===== config.mk =====
export PLATFORM = sky130hd
export DESIGN_NAME = divu_iter
export DESIGN_NICKNAME = d
export VERILOG_FILES = /design/src/rtl/divu_iter.sv
export SDC_FILE = /design/constraint.sdc
export NUM_CORES = 1
export LEC_CHECK = 0
export CAP_MARGIN = 20
export CELL_PAD_IN_SITES_DETAIL_PLACEMENT = 1
export CELL_PAD_IN_SITES_GLOBAL_PLACEMENT = 1
export CORE_ASPECT_RATIO = 1.4
export CORE_UTILIZATION = 41
export DETAILED_ROUTE_END_ITERATION = 16
export GPL_TIMING_DRIVEN = 0
export PLACE_DENSITY_LB_ADDON = 0.1
export SLEW_MARGIN = 40
export SYNTH_ARGS = -nofsm -noshare
export SYNTH_HDL_FRONTEND = slang
export SYNTH_SLANG_ARGS = --single-unit

===== constraint.sdc =====
create_clock -name clk -period 3.7 [get_ports clk]
set_input_delay 0.555 -clock clk [delete_from_list [all_inputs] [get_ports clk]]
set_output_delay 0.555 -clock clk [all_outputs]
set_load 0.02 [all_outputs]

===== src/rtl/divu_iter.sv =====
// Iterative radix-2 restoring divider (DIVU), one quotient bit per clock.
// Define DIVU_ITER_SIGNED_EN to add the `sgn` input for signed DIV support.
module divu_iter #(
    parameter int WIDTH = 32
) (
    input  logic             clk,
    input  logic             reset,
    input  logic             start,
`ifdef DIVU_ITER_SIGNED_EN
    input  logic             sgn,
`endif
    input  logic [WIDTH-1:0] dividend,
    input  logic [WIDTH-1:0] divisor,
    output logic [WIDTH-1:0] q,
    output logic [WIDTH-1:0] r,
    output logic             busy,
    output logic             done,
    output logic             dz
);

    localparam int CW = $clog2(WIDTH + 1);

    typedef enum logic [1:0] {
        S_IDLE,
        S_RUN,
        S_FIN
    } state_t;

    state_t           state_q;
    logic [CW-1:0]    cnt_q;
    logic [WIDTH-1:0] acc_q;
    logic [WIDTH-1:0] sh_q;
    logic [WIDTH-1:0] dvs_q;
    logic [WIDTH-1:0] dvd_q;
    logic             zero_q;
    logic [WIDTH-1:0] q_res_q;
    logic [WIDTH-1:0] r_res_q;
    logic             busy_q;
    logic             done_q;
    logic             dz_q;

    logic [WIDTH:0]   shifted;
    logic [WIDTH:0]   trial;
    logic [WIDTH-1:0] acc_d;
    logic [WIDTH-1:0] sh_d;
    logic [WIDTH-1:0] dvd_mag;
    logic [WIDTH-1:0] dvs_mag;
    logic [WIDTH-1:0] q_fin;
    logic [WIDTH-1:0] r_fin;

    // One restoring step: shift the next dividend bit into the partial
    // remainder and keep the subtraction only if it did not borrow.
    always_comb begin
        shifted = {acc_q, sh_q[WIDTH-1]};
        trial   = shifted - {1'b0, dvs_q};
        acc_d   = shifted[WIDTH-1:0];
        sh_d    = {sh_q[WIDTH-2:0], 1'b0};
        if (!trial[WIDTH]) begin
            acc_d = trial[WIDTH-1:0];
            sh_d  = {sh_q[WIDTH-2:0], 1'b1};
        end
    end

`ifdef DIVU_ITER_SIGNED_EN
    logic neg_q_q;
    logic neg_r_q;

    always_comb begin
        dvd_mag = (sgn && dividend[WIDTH-1]) ? (~dividend + 1'b1) : dividend;
        dvs_mag = (sgn && divisor[WIDTH-1])  ? (~divisor + 1'b1)  : divisor;
        q_fin   = neg_q_q ? (~sh_d + 1'b1)  : sh_d;
        r_fin   = neg_r_q ? (~acc_d + 1'b1) : acc_d;
    end

    always_ff @(posedge clk) begin
        if (!reset) begin
            neg_q_q <= 1'b0;
            neg_r_q <= 1'b0;
        end else if (start && (state_q != S_RUN)) begin
            neg_q_q <= sgn && (dividend[WIDTH-1] ^ divisor[WIDTH-1]);
            neg_r_q <= sgn && dividend[WIDTH-1];
        end
    end
`else
    always_comb begin
        dvd_mag = dividend;
        dvs_mag = divisor;
        q_fin   = sh_d;
        r_fin   = acc_d;
    end
`endif

    always_ff @(posedge clk) begin
        if (!reset) begin
            state_q <= S_IDLE;
            cnt_q   <= '0;
            acc_q   <= '0;
            sh_q    <= '0;
            dvs_q   <= '0;
            dvd_q   <= '0;
            zero_q  <= 1'b0;
            q_res_q <= '0;
            r_res_q <= '0;
            busy_q  <= 1'b0;
            done_q  <= 1'b0;
            dz_q    <= 1'b0;
        end else begin
            case (state_q)
                S_IDLE, S_FIN: begin
                    done_q  <= 1'b0;
                    state_q <= S_IDLE;
                    if (start) begin
                        state_q <= S_RUN;
                        busy_q  <= 1'b1;
                        cnt_q   <= '0;
                        acc_q   <= '0;
                        sh_q    <= dvd_mag;
                        dvs_q   <= dvs_mag;
                        dvd_q   <= dividend;
                        zero_q  <= (divisor == '0);
                    end
                end
                S_RUN: begin
                    acc_q <= acc_d;
                    sh_q  <= sh_d;
                    cnt_q <= cnt_q + 1'b1;
                    // Results become visible only on the final iteration edge.
                    if (cnt_q == CW'(WIDTH - 1)) begin
                        state_q <= S_FIN;
                        busy_q  <= 1'b0;
                        done_q  <= 1'b1;
                        dz_q    <= zero_q;
                        q_res_q <= zero_q ? '1 : q_fin;
                        r_res_q <= zero_q ? dvd_q : r_fin;
                    end
                end
                default: state_q <= S_IDLE;
            endcase
        end
    end

    assign q    = q_res_q;
    assign r    = r_res_q;
    assign busy = busy_q;
    assign done = done_q;
    assign dz   = dz_q;

endmodule


==> flow_metrics.env <==
export IMPL_place_ws_ns=0.104
export IMPL_synthFlopType="dfxtp_1"
export IMPL_critPathKind="flip-flop to flip-flop"
export IMPL_ir_drop_uv=323
export IMPL_syn_inst=1269
export IMPL_synth_edf_count=0
export IMPL_cell_internal_pwr_w=0.00457
export IMPL_synthSimpleGateAreaFrac_pct=23.2
export IMPL_cap_violations=0
export IMPL_cts_buffers_inserted=22
export IMPL_grt_pass1_wl_mm=54.1
export IMPL_drt_iter0_drc=393
export IMPL_clock_path_buffers=3
export IMPL_ys_top_cells_by_area="dfxtp_1, nand2_1, a21oi_1"
export IMPL_hold_class="flip-flop to flip-flop"
export IMPL_crit_path_max_incr_delay_ns=0.50
export IMPL_powerDensity_nw_per_um2=571
export IMPL_dp_hpwl_mm=27.1
export IMPL_wire_per_inst_um=20.1
export IMPL_wirelength_mm=35.1
export IMPL_yosysWarnings=0
export IMPL_relSlewSlack_pct=45.1
export IMPL_synth_xor_area_share_pct=2.47
export IMPL_synth_compound_area_share_pct=20.8
export IMPL_synth_most_common_cell="nand2_1"
export IMPL_async_flop_share_pct=0
export IMPL_die_area_um2=24800
export IMPL_first_global_vias=10100
export IMPL_final_period_utilization_pct=97.5
export IMPL_ys_seq_elements=204
export IMPL_antennaDiodeCount=0
export IMPL_clkPwrFrac_pct=31.6
export IMPL_synth_area_mux_share_pct=2.58
export IMPL_synth_largest_area_cell="dfxtp_1"
export IMPL_firstDrtPassIters=4
export IMPL_numPortBuffers=132
export IMPL_rsz0062_at_grt="false"
export IMPL_start_kind="flip-flop"
export IMPL_period_needed_ns=3.61
export IMPL_die_w_um=133
export IMPL_critPathBufInv=3
export IMPL_drive_above_1_share_pct=5.49
export IMPL_netlist_area_um2=9910
export IMPL_path_clk_slew_ns=0.07
export IMPL_worstPathMaxFanout=10
export IMPL_synth_adder_area_share_pct=4.37
export IMPL_die_y_um=186
export IMPL_slowest_stage="or4_4"
export IMPL_fin_skew_ns=0.0216
export IMPL_crit_chain="inv_1 -> ha_1 -> inv_1 -> fa_2 -> a211oi_4 -> o211ai_2 -> a21oi_4 -> a211oi_1 -> or4_4 -> nand3_2 -> buf_6 -> mux2_2 -> o211ai_1 -> a21oi_1"
export IMPL_pwr_share_seq_pct=34.3
export IMPL_cts_max_level=1
export IMPL_area_delta_synth_final_pct=24.7
export IMPL_r2r_cells=14
export IMPL_leakage_nw=4.54
export IMPL_hold_depth=2
export IMPL_routabilityCongestion=0.877
export IMPL_drc=0
export IMPL_setup_viol=0
export IMPL_tightestPinTransition_ns=0.824
export IMPL_grt_start_max_net_pins=14
export IMPL_p_comb_share_pct=34.1
export IMPL_switchingPower_w=0.00249
export IMPL_yosysTopAreaCellShare_pct=41.2
export IMPL_ant_nets=0
export IMPL_rows=67
export IMPL_max_freq_mhz=277
export IMPL_grtUsageTotal_pct=28.0
export IMPL_via_count=9637
export IMPL_crit_top_cell="inv_1"
export IMPL_crit_arrival_ns=4.00
export IMPL_seq_area_frac_synth_pct=41.2
export IMPL_cts_tree="yes"
export IMPL_clock_tree_root_cell="clkbuf_16"
export IMPL_syn_avg_cell_area_um2=7.81
export IMPL_nets=1528
export IMPL_slew_violations=0
export IMPL_setup_ws_ns=0.0934
export IMPL_clock_latency_ns=0.53
export IMPL_grt_overflow_total=0
export IMPL_hold_buffers=0
export IMPL_timing_setup_tns_ns=0
export IMPL_antenna_found_initial=0
export IMPL_synth_commonest_cells="nand2_1, dfxtp_1, a21oi_1"
export IMPL_syn_nets=1370
export IMPL_viasPerCell=5.51
export IMPL_cp_top_family="compound AO/OA/AOI/OAI gates"
export IMPL_yosysUniqueCellTypes=65
export IMPL_cp_depth=14
export IMPL_end_kind="flip-flop"
export IMPL_clkSinkCount=204
export IMPL_synth_top_family_by_area="simple AND/OR/NAND/NOR gates"
export IMPL_status="complete, no violations"
export IMPL_swShare_pct=35.2
export IMPL_required_ns=4.09
export IMPL_core_um2=23800
export IMPL_hold_viol_final=0
export IMPL_io_pins=134
export IMPL_initial_utilization_pct=41.6
==> cells in the final DEF, fill, tap and decap left out, types with 4 or more instances in the layout <==
master           instances
dfxtp_1                204
and2_1                   7
ha_1                    33
or3_1                    4
a21o_1                  15
nor2b_1                  9
nand2b_1                27
nor2_1                  79
buf_2                    6
xnor2_1                 17
nand3_1                 20
clkbuf_1                82
nor3_1                  75
clkdlybuf4s50_1        132
nand2_1                259
a21oi_1                141
a31oi_1                 37
buf_6                    4
a22oi_1                 19
a311oi_1                 5
o211ai_1                22
o21a_1                   5
mux2_2                  20
a211oi_1                13
inv_1                   40
o21ai_1                  4
clkbuf_16               22
xor2_1                  11
o21ai_0                 35
nor4_1                  11
nand4_1                  9
buf_1                    8
a221oi_1                 4
and3_1                   4
==> worst reg2reg max path: stages (launching register included) <==
cell      delay (ns)
dfxtp_1         0.36
inv_1           0.08
ha_1            0.18
inv_1           0.06
fa_2            0.39
a211oi_4        0.29
o211ai_2        0.14
a21oi_4         0.26
a211oi_1        0.13
or4_4           0.50
nand3_2         0.15
buf_6           0.18
mux2_2          0.38
o211ai_1        0.26
a21oi_1         0.10
==> through the flow <==
step	util (%)	hold slack (ns)	instance area [um2]	total power (W)	cells
after global placement	48.8	0.439	11600	0.00478	1711
after CTS	51.8	0.454	12300	0.00705	1747
final	51.9	0.451	12400	0.00706	1749
after floorplan	-	0.431	9910	0.00410	1269
after detailed placement	48.8	0.446	11600	0.00481	1711
after global routing	51.9	0.470	12400	0.00739	1749
==> power by group through the flow <==
| stage | Clock [W] | Sequential [W] | Combinational [W] |
|---|---|---|---|
| floorplan | 0 | 0.00243 | 0.00167 |
| global placement | 0 | 0.00246 | 0.00232 |
| detailed placement | 0 | 0.00247 | 0.00234 |
| CTS | 0.00226 | 0.00242 | 0.00237 |
| global route | 0.00234 | 0.00243 | 0.00261 |
| finish | 0.00223 | 0.00242 | 0.00241 |
==> routing by layer <==
layer | vias up | share of wire [%] | global-route usage, %
met5 | - | 0 | 0
met4 | 0 | 3.4 | 11.3
met3 | 62 | 4.0 | 3.02
met2 | 188 | 51 | 53.2
met1 | 4669 | 41 | 31.5
li1 | 4718 | - | -
==> layout make-up <==
class                   instances  area [um2]
flip-flops and latches        204        4080
inverters                      40         150
multi-input cells             929        5300
repair buffers                134        1340
clock inverters                 7        98.8
well taps                     310         388
fillers                      2939       11400
clock buffers                  29         607
plain buffers                  96         398
==> sequential cells by signal, summed over array words and instances, names as in the netlist, 2 cells and up <==
name / count
acc_q: 32
q: 32
r: 32
dvd_q: 32
sh_q: 32
cnt_q: 6
dvs_q: 32
state_q: 2
==> cells by family after synthesis <==
kind of cell / count (synthesis)
buffers and inverters: 136
flip-flops: 204
AO/OA/AOI/OAI: 328
multiplexers: 23
adder cells (fa/ha/maj): 34
XOR/XNOR: 28
AND/OR/NAND/NOR: 516
==> path summary, 6_finish.rpt <==
check | from | to | slack, ns
min reg2reg | dvd_q[12] | dvd_q[12] | 0.45
max | sh_q[31] | r[9] | 0.09
max reg2reg | sh_q[31] | r[9] | 0.09
min | dvd_q[12] | dvd_q[12] | 0.45
==> timing repair <==
action,4_1_cts,5_1_grt
buffers inserted,0,2
endpoints found under the setup margin,0,15
endpoints found under the hold margin,0,0
gates resized for setup,0,4
No activity file was read; power rests on OpenSTA's default activity.
